$ cat src/rtl/alu_issue_stage.sv
// alu_issue_stage: operand issue into a 2-entry FIFO ahead of the ALU; define ALU_ISSUE_FWD_EN for writeback forwarding
module alu_issue_stage #(
  parameter int CTRL_W  = 4,
  parameter int RADDR_W = 3,
  parameter int DEPTH   = 2
) (
  input  logic               clk,
  input  logic               reset,
  input  logic               in_valid,
  output logic               in_ready,
  input  logic [CTRL_W-1:0]  in_ctrl,
  input  logic [RADDR_W-1:0] in_rd,
  input  logic [RADDR_W-1:0] in_rs,
  input  logic [RADDR_W-1:0] in_rt,
  input  logic [7:0]         in_imm,
  input  logic               in_use_imm,
  output logic [RADDR_W-1:0] rf_rs_addr,
  output logic [RADDR_W-1:0] rf_rt_addr,
  input  logic [7:0]         rf_rs_data,
  input  logic [7:0]         rf_rt_data,
  input  logic               fwd_valid,
  input  logic [RADDR_W-1:0] fwd_rd,
  input  logic [7:0]         fwd_data,
  output logic               out_valid,
  input  logic               out_ready,
  output logic [CTRL_W-1:0]  out_ctrl,
  output logic [7:0]         out_a,
  output logic [7:0]         out_b,
  output logic [RADDR_W-1:0] out_rd
);
  typedef struct packed {
    logic [CTRL_W-1:0]  ctrl;
    logic [7:0]         a;
    logic [7:0]         b;
    logic [RADDR_W-1:0] rd;
  } ent_t;
  ent_t e0, e1, nw;
  logic v0, v1, fa, fb, lh, hz, push, pop;
  logic [1:0] cnt;
  function automatic logic hit(input logic [RADDR_W-1:0] rd);
    return rd == in_rs || (!in_use_imm && rd == in_rt);
  endfunction
  assign rf_rs_addr = in_rs;
  assign rf_rt_addr = in_rt;
`ifdef ALU_ISSUE_FWD_EN
  assign fa = fwd_valid && fwd_rd == in_rs;
  assign fb = fwd_valid && fwd_rd == in_rt;
  assign lh = 1'b0;
`else
  // without forwarding, the op issued last cycle is still being written back
  logic lv;
  logic [RADDR_W-1:0] lrd;
  logic unused_fwd;
  assign unused_fwd = &{1'b0, fwd_valid, fwd_rd};
  assign fa = 1'b0;
  assign fb = 1'b0;
  assign lh = lv && hit(lrd);
  always_ff @(posedge clk) begin
    lv <= reset ? 1'b0 : pop;
    lrd <= e0.rd;
  end
`endif
  always_comb begin
    nw.ctrl = in_ctrl;
    nw.a = fa ? fwd_data : rf_rs_data;
    nw.b = in_use_imm ? in_imm : fb ? fwd_data : rf_rt_data;
    nw.rd = in_rd;
  end
  assign cnt = {1'b0, v0} + {1'b0, v1};
  assign hz = (v0 && hit(e0.rd)) || (v1 && hit(e1.rd)) || lh;
  assign in_ready = !reset && cnt < 2'(DEPTH) && !hz;
  assign push = in_valid && in_ready;
  assign pop = v0 && out_ready;
  // entries shift toward e0; a full buffer never pushes, so pop+push only occurs with e1 empty
  always_ff @(posedge clk) begin
    if (reset) begin
      v0 <= 1'b0;
      v1 <= 1'b0;
    end else if (pop) begin
      e0 <= v1 ? e1 : nw;
      v0 <= v1 || push;
      v1 <= 1'b0;
    end else if (push) begin
      if (v0) begin
        e1 <= nw;
        v1 <= 1'b1;
      end else begin
        e0 <= nw;
        v0 <= 1'b1;
      end
    end
  end
  assign out_valid = v0;
  assign out_ctrl = e0.ctrl;
  assign out_a = e0.a;
  assign out_b = e0.b;
  assign out_rd = e0.rd;
endmodule

$ cat config.mk
export PLATFORM = sky130hd
export DESIGN_NAME = alu_issue_stage
export DESIGN_NICKNAME = d
export VERILOG_FILES = /design/src/rtl/alu_issue_stage.sv
export SDC_FILE = /design/constraint.sdc
export NUM_CORES = 1
export LEC_CHECK = 0
export CAP_MARGIN = 30
export CORE_UTILIZATION = 35
export DETAILED_ROUTE_END_ITERATION = 8
export GPL_TIMING_DRIVEN = 1
export PLACE_DENSITY = 0.63
export SKIP_CTS_REPAIR_TIMING = 1
export SYNTH_ARGS = -nofsm -noshare
export SYNTH_HDL_FRONTEND = slang
export SYNTH_SLANG_ARGS = --single-unit
$ cat constraint.sdc
create_clock -name clk -period 3.3 [get_ports clk]
set_clock_uncertainty 0.15 [all_clocks]
set_input_delay 0.66 -clock clk [delete_from_list [all_inputs] [get_ports clk]]
set_output_delay 0.66 -clock clk [all_outputs]
set_load 0.01 [all_outputs]
* Word level (Yosys, flattened, before mapping) *
Index checks and enable logic that the tools add are counted.

storage, ports and cells
  input port bits = 54
  latch bits = 0
  memories = 0
  ROM bits = 0
  bits in writable memories = 0
  logic and storage cells = 54
  register bits = 52
  output and inout port bits = 31

operators by class
  bitwise gates (word level) = 2
  add/sub/neg operators = 1
  $lt $le $gt $ge = 1
  eq/ne operators = 7
  shifts and indexed selects = 0
  reductions and logical operators = 24
  div/mod/pow operators = 0
  multipliers = 0
  mux-type cells = 7

operator list
  operator              count
  $mux W23              4
  $eq A3 B3 Y1          6
  $logic_and A1 B1 Y1   10
  $mux W8               1
  $logic_or A1 B1 Y1    6
  $reduce_and A4 Y1     1
  $logic_not A1 Y1      3
  $reduce_and A3 Y1     1
  $add A1 B1 Y2         1
  $lt A2 B2 Y1 const B  1
  $mux W1               2
  $ne A2 B1 Y1 const B  1
  $not A1 Y1            2
  $reduce_and A2 Y1     1
  $reduce_bool A2 Y1    1
  $reduce_or A2 Y1      1

* Longest topological paths before layout *
  depth after elaboration = 11
  mapped depth = 5
  depth with buffers taken out = 4

* Worst setup path after synthesis *
No wires, ideal clock.

  path kind = in2reg
  from = in in_use_imm
  to = reg e0 (netlist bit out_a[0]) (enable)
  buffers on the path = 1
  library setup time = 0.412 ns
  slack = 0.442 ns
  stages = 5
  data arrival time = 2.296 ns
  required time = 2.738 ns
  path through = buf_4 > nor2b_1 > nand4_1 > nand4_2 > o22ai_1

between the ends
  word-level cells in the longest chain between the ends = 11
  elaborated cells on any way between the ends = 17
  classes of those cells = reduce/logical: 17

ends and longest elaborated chain
  item                                     RTL line  text
  from (decl)                              16        input logic in_use_imm,
  $logic_not A1 Y1 (*)                     41        return rd == in_rs || (!in_use_imm && rd == in_rt);
  $logic_and A1 B1 Y1                      41
  $logic_or A1 B1 Y1                       41
  $logic_and A1 B1 Y1                      70        assign hz = (v0 && hit(e0.rd)) || (v1 && hit(e1.rd)) || lh;
  $logic_or A1 B1 Y1                       70
  $logic_or A1 B1 Y1 (*)                   70
  $logic_not A1 Y1 (*)                     71        assign in_ready = !reset && cnt < 2'(DEPTH) && !hz;
  $logic_and A1 B1 Y1 (*)                  71
  $logic_and A1 B1 Y1 (*)                  72        assign push = in_valid && in_ready;
  $reduce_bool A2 Y1 (no source line) (*)  --
  $reduce_and A3 Y1 (no source line) (*)   --
  to (signal assigned)                     80        e0 <= v1 ? e1 : nw;
  to (signal assigned)                     88        e0 <= nw;
  to (decl)                                37        ent_t e0, e1, nw;

Every way passes the cells marked *; elsewhere a longest branch is shown, timed or not.
A chain may end at the register's enable or synchronous reset.

* Worst setup path after layout *
  from = in in_rs[2]
  to = out in_ready

between the ends
  word-level cells in the longest chain between the ends = 7
  elaborated cells on any way between the ends = 13
  classes of those cells = eq/ne: 3; reduce/logical: 10

ends and longest elaborated chain
  item                     RTL line  text
  from (decl)              13        input logic [RADDR_W-1:0] in_rs,
  $eq A3 B3 Y1             41
  $logic_or A1 B1 Y1       41
  $logic_and A1 B1 Y1      70
  $logic_or A1 B1 Y1       70
  $logic_or A1 B1 Y1 (*)   70
  $logic_not A1 Y1 (*)     71
  $logic_and A1 B1 Y1 (*)  71
  to (decl)                10        output logic in_ready,

Marks and branches as above.

==> flow_metrics.py <==
metrics = {
    "pwr": {
        "power.leakage_nw": 1.20,
        "intPower_mw": 1.26,
        "total_power_mw": 1.57,
        "powerDensity_mw_per_mm2": 475,
        "p_sw_share_pct": 19.4,
        "clkPwrFrac_pct": 37.9,
        "seq_power_share_pct": 48.9,
        "ir_worst_vdd_v": 0.000243,
        "comb_power_share_pct": 13.2,
        "power.switching_mw": 0.304,
    },
    "detailed_routing": {
        "dr.pass1.iters": 4,
        "wl_per_cell_um": 14.7,
        "drt_iter0_drc": 54,
        "drc": 0,
        "totalWireLength_um": 4260,
        "viasPerCell": 4.66,
        "drtAntennaViolNets": 0,
        "via_count": 1350,
    },
    "die": {
        "rows": 29,
        "core_mm2": 0.00639,
        "ios": 85,
        "chipHeight_um": 83.8,
        "die_w_um": 83.8,
        "die-area_mm2": 0.00702,
        "start_util_pct": 36.7,
    },
    "worst_setup_path": {
        "end_kind": "output pin",
        "rr_startpoint": "out_rd[1]",
        "crit_type": "input port to output pin",
        "reg2reg_depth": 6,
        "rr_endpoint": "e1[7]",
        "crit_required_ps": 2490,
        "worst_ep_arrival_time_ps": 2380,
        "cp_max_fo": 4,
        "critPathLaunchType": "input port",
        "rrSetupSlack_ps": 1280,
    },
    "hold_path": {
        "hold_depth": 0,
        "min-delay-start": "out_rd[1]",
        "worstHoldEndpoint": "lrd[1]",
        "min_path_type": "flip-flop to flip-flop",
    },
    "placed_design": {
        "placedInstanceArea_mm2": 0.00313,
        "io_buffers": 72,
        "post-place-ws_ps": 74.8,
        "dp_hpwl_um": 2940,
        "gp_congestion": 0.776,
        "dp.cells": 282,
    },
    "yosys": {
        "synth_seq_cells": 52,
        "ys_seq_area_share_pct": 64.1,
        "synth_area_mm2": 0.00234,
        "synth_top_cell_by_area": "edfxtp_1",
        "synth_top_area_share_pct": 59.0,
        "synth.avg_cell_area_um2": 17.1,
        "netlist_instances": 137,
        "ys.warnings.count": 0,
        "ys_types": 21,
        "synth_area_leaders": "edfxtp_1 (59%), mux2_4 (13%), xnor2_1 (6.7%)",
        "synth_fp_nets": 191,
    },
    "global_route": {
        "grt_pass1_vias": 1382,
        "antenna_found_initial": 0,
        "grt_overflow": 0,
        "grt_max_degree": 24,
        "grt_pass1_wl_um": 7070,
        "track_usage_pct": 12.9,
    },
    "clocking": {
        "cts.clk_slew.worst_paths_ps": 90,
        "cts-root-buf": "clkbuf_8",
        "clk_latency_ps": 300,
        "cts_tree": "yes",
        "cts_sinks": 52,
        "h-tree-depth": 2,
        "cts_buffers": 5,
        "clock_path_buffers": 2,
    },
    "finish": {
        "diodes": 0,
        "fin_util_pct": 51.6,
        "area_growth_pct": 40.9,
        "nets": 266,
        "design_area_mm2": 0.00330,
        "drive_gt1_share_pct": 23.5,
        "final_cells": 290,
        "n_fill_cell": 558,
    },
    "sta": {
        "setup_viol": 0,
        "tightest_slew_ps": 476,
        "finalMaxSlewViolations": 0,
        "hold_ws_ps": 325,
        "setup_slack_ps": 114,
        "period_needed_ps": 3190,
        "slew_headroom_pct": 68.3,
        "post-route-period-util_pct": 96.5,
        "fmax_ghz": 0.314,
        "tns_ps": 0,
        "report.final.hold_viol_count": 0,
        "rsz0062_at_grt": "false",
    },
    "outcome": {
        "status": "completed",
    },
    "flow_run": {
        "cap_violations": 0,
    },
}
-- layout make-up --
class	instances	area, um^2	share of cell area [%]
Sequential cell	52	1500	45.5
Multi-Input combinational cell	76	778	23.6
Timing Repair Buffer	77	763	23.1
Tap cell	77	96.3	2.92
Clock inverter	3	90.1	2.73
Clock buffer	5	68.8	2.09
-- flip-flops by register name (all words and copies together), names as in the netlist --
| signal | flops |
|---|---|
| v1 | 1 |
| lv | 1 |
| e1 | 23 |
| out_ctrl | 4 |
| lrd | 3 |
| out_rd | 3 |
| out_a | 8 |
| out_valid | 1 |
| out_b | 8 |
-- cells in the final DEF, fill, tap and decap left out, types with 5 or more instances in the layout --
master and count:
buf_4 5, clkbuf_8 5, clkdlybuf4s50_1 70, dfxtp_1 6, edfxtp_1 46, mux2_2 11, mux2_4 20, nand4_1 6
xnor2_1 18
-- routing by layer --
layer  vias up  GRT usage, %  part of all wire (%)  routed length, um
met5         -             0                     0                  0
met4         0          2.77                  0.89                 38
met3         5          4.45                   8.3                355
met2        59          19.7                    45               1900
met1       628          17.7                    46               1970
li1        658             -                     -                  -
-- Yosys cell counts (all sizes together) --
library cell / n
nand3: 2
a211oi: 1
nand3b: 2
nand2b: 1
o21ai: 2
o22ai: 1
nand4: 7
a41oi: 1
dfxtp: 6
edfxtp: 46
mux2: 31
nor2b: 3
nor3b: 1
nor2: 3
nand2: 3
xnor2: 18
buf: 9
-- worst max-delay path, cell delays in order --
cell	delay [ps]
clkdlybuf4s50_1	570
xnor2_1	120
nand4_1	110
nand4_2	140
a211oi_2	220
clkdlybuf4s50_1	560
-- worst max path at each step --
stage | from | end | slack [ps] | cells after the start
2_1_floorplan | in_use_imm | out_a[0] | 440 | 5
6_report | in_rs[2] | in_ready | 110 | 6
5_1_grt | in_rs[2] | in_ready | 10 | 6
3_3_place_gp | in_rt[1] | in_ready | 80 | 6
4_1_cts | in_rt[1] | in_ready | 70 | 6
3_5_place_dp | in_rt[1] | in_ready | 70 | 6
-- power groups by stage --
stage / clock (mW) / combinational, mW / sequential (mW)
after floorplan: 0 / 0.0829 / 0.789
after global placement: 0 / 0.208 / 0.780
after detailed placement: 0 / 0.209 / 0.780
after CTS: 0.608 / 0.210 / 0.765
after global routing: 0.627 / 0.223 / 0.769
final: 0.594 / 0.207 / 0.765
-- kinds of logic after synthesis --
group,share of synthesized area (%)
buffers and inverters,3.21
AO/OA/AOI/OAI,1.71
AND/OR/NAND/NOR,6.09
XOR/XNOR,6.73
flip-flops,64.1
multiplexers,18.1
(Power assumes the default switching activity.)
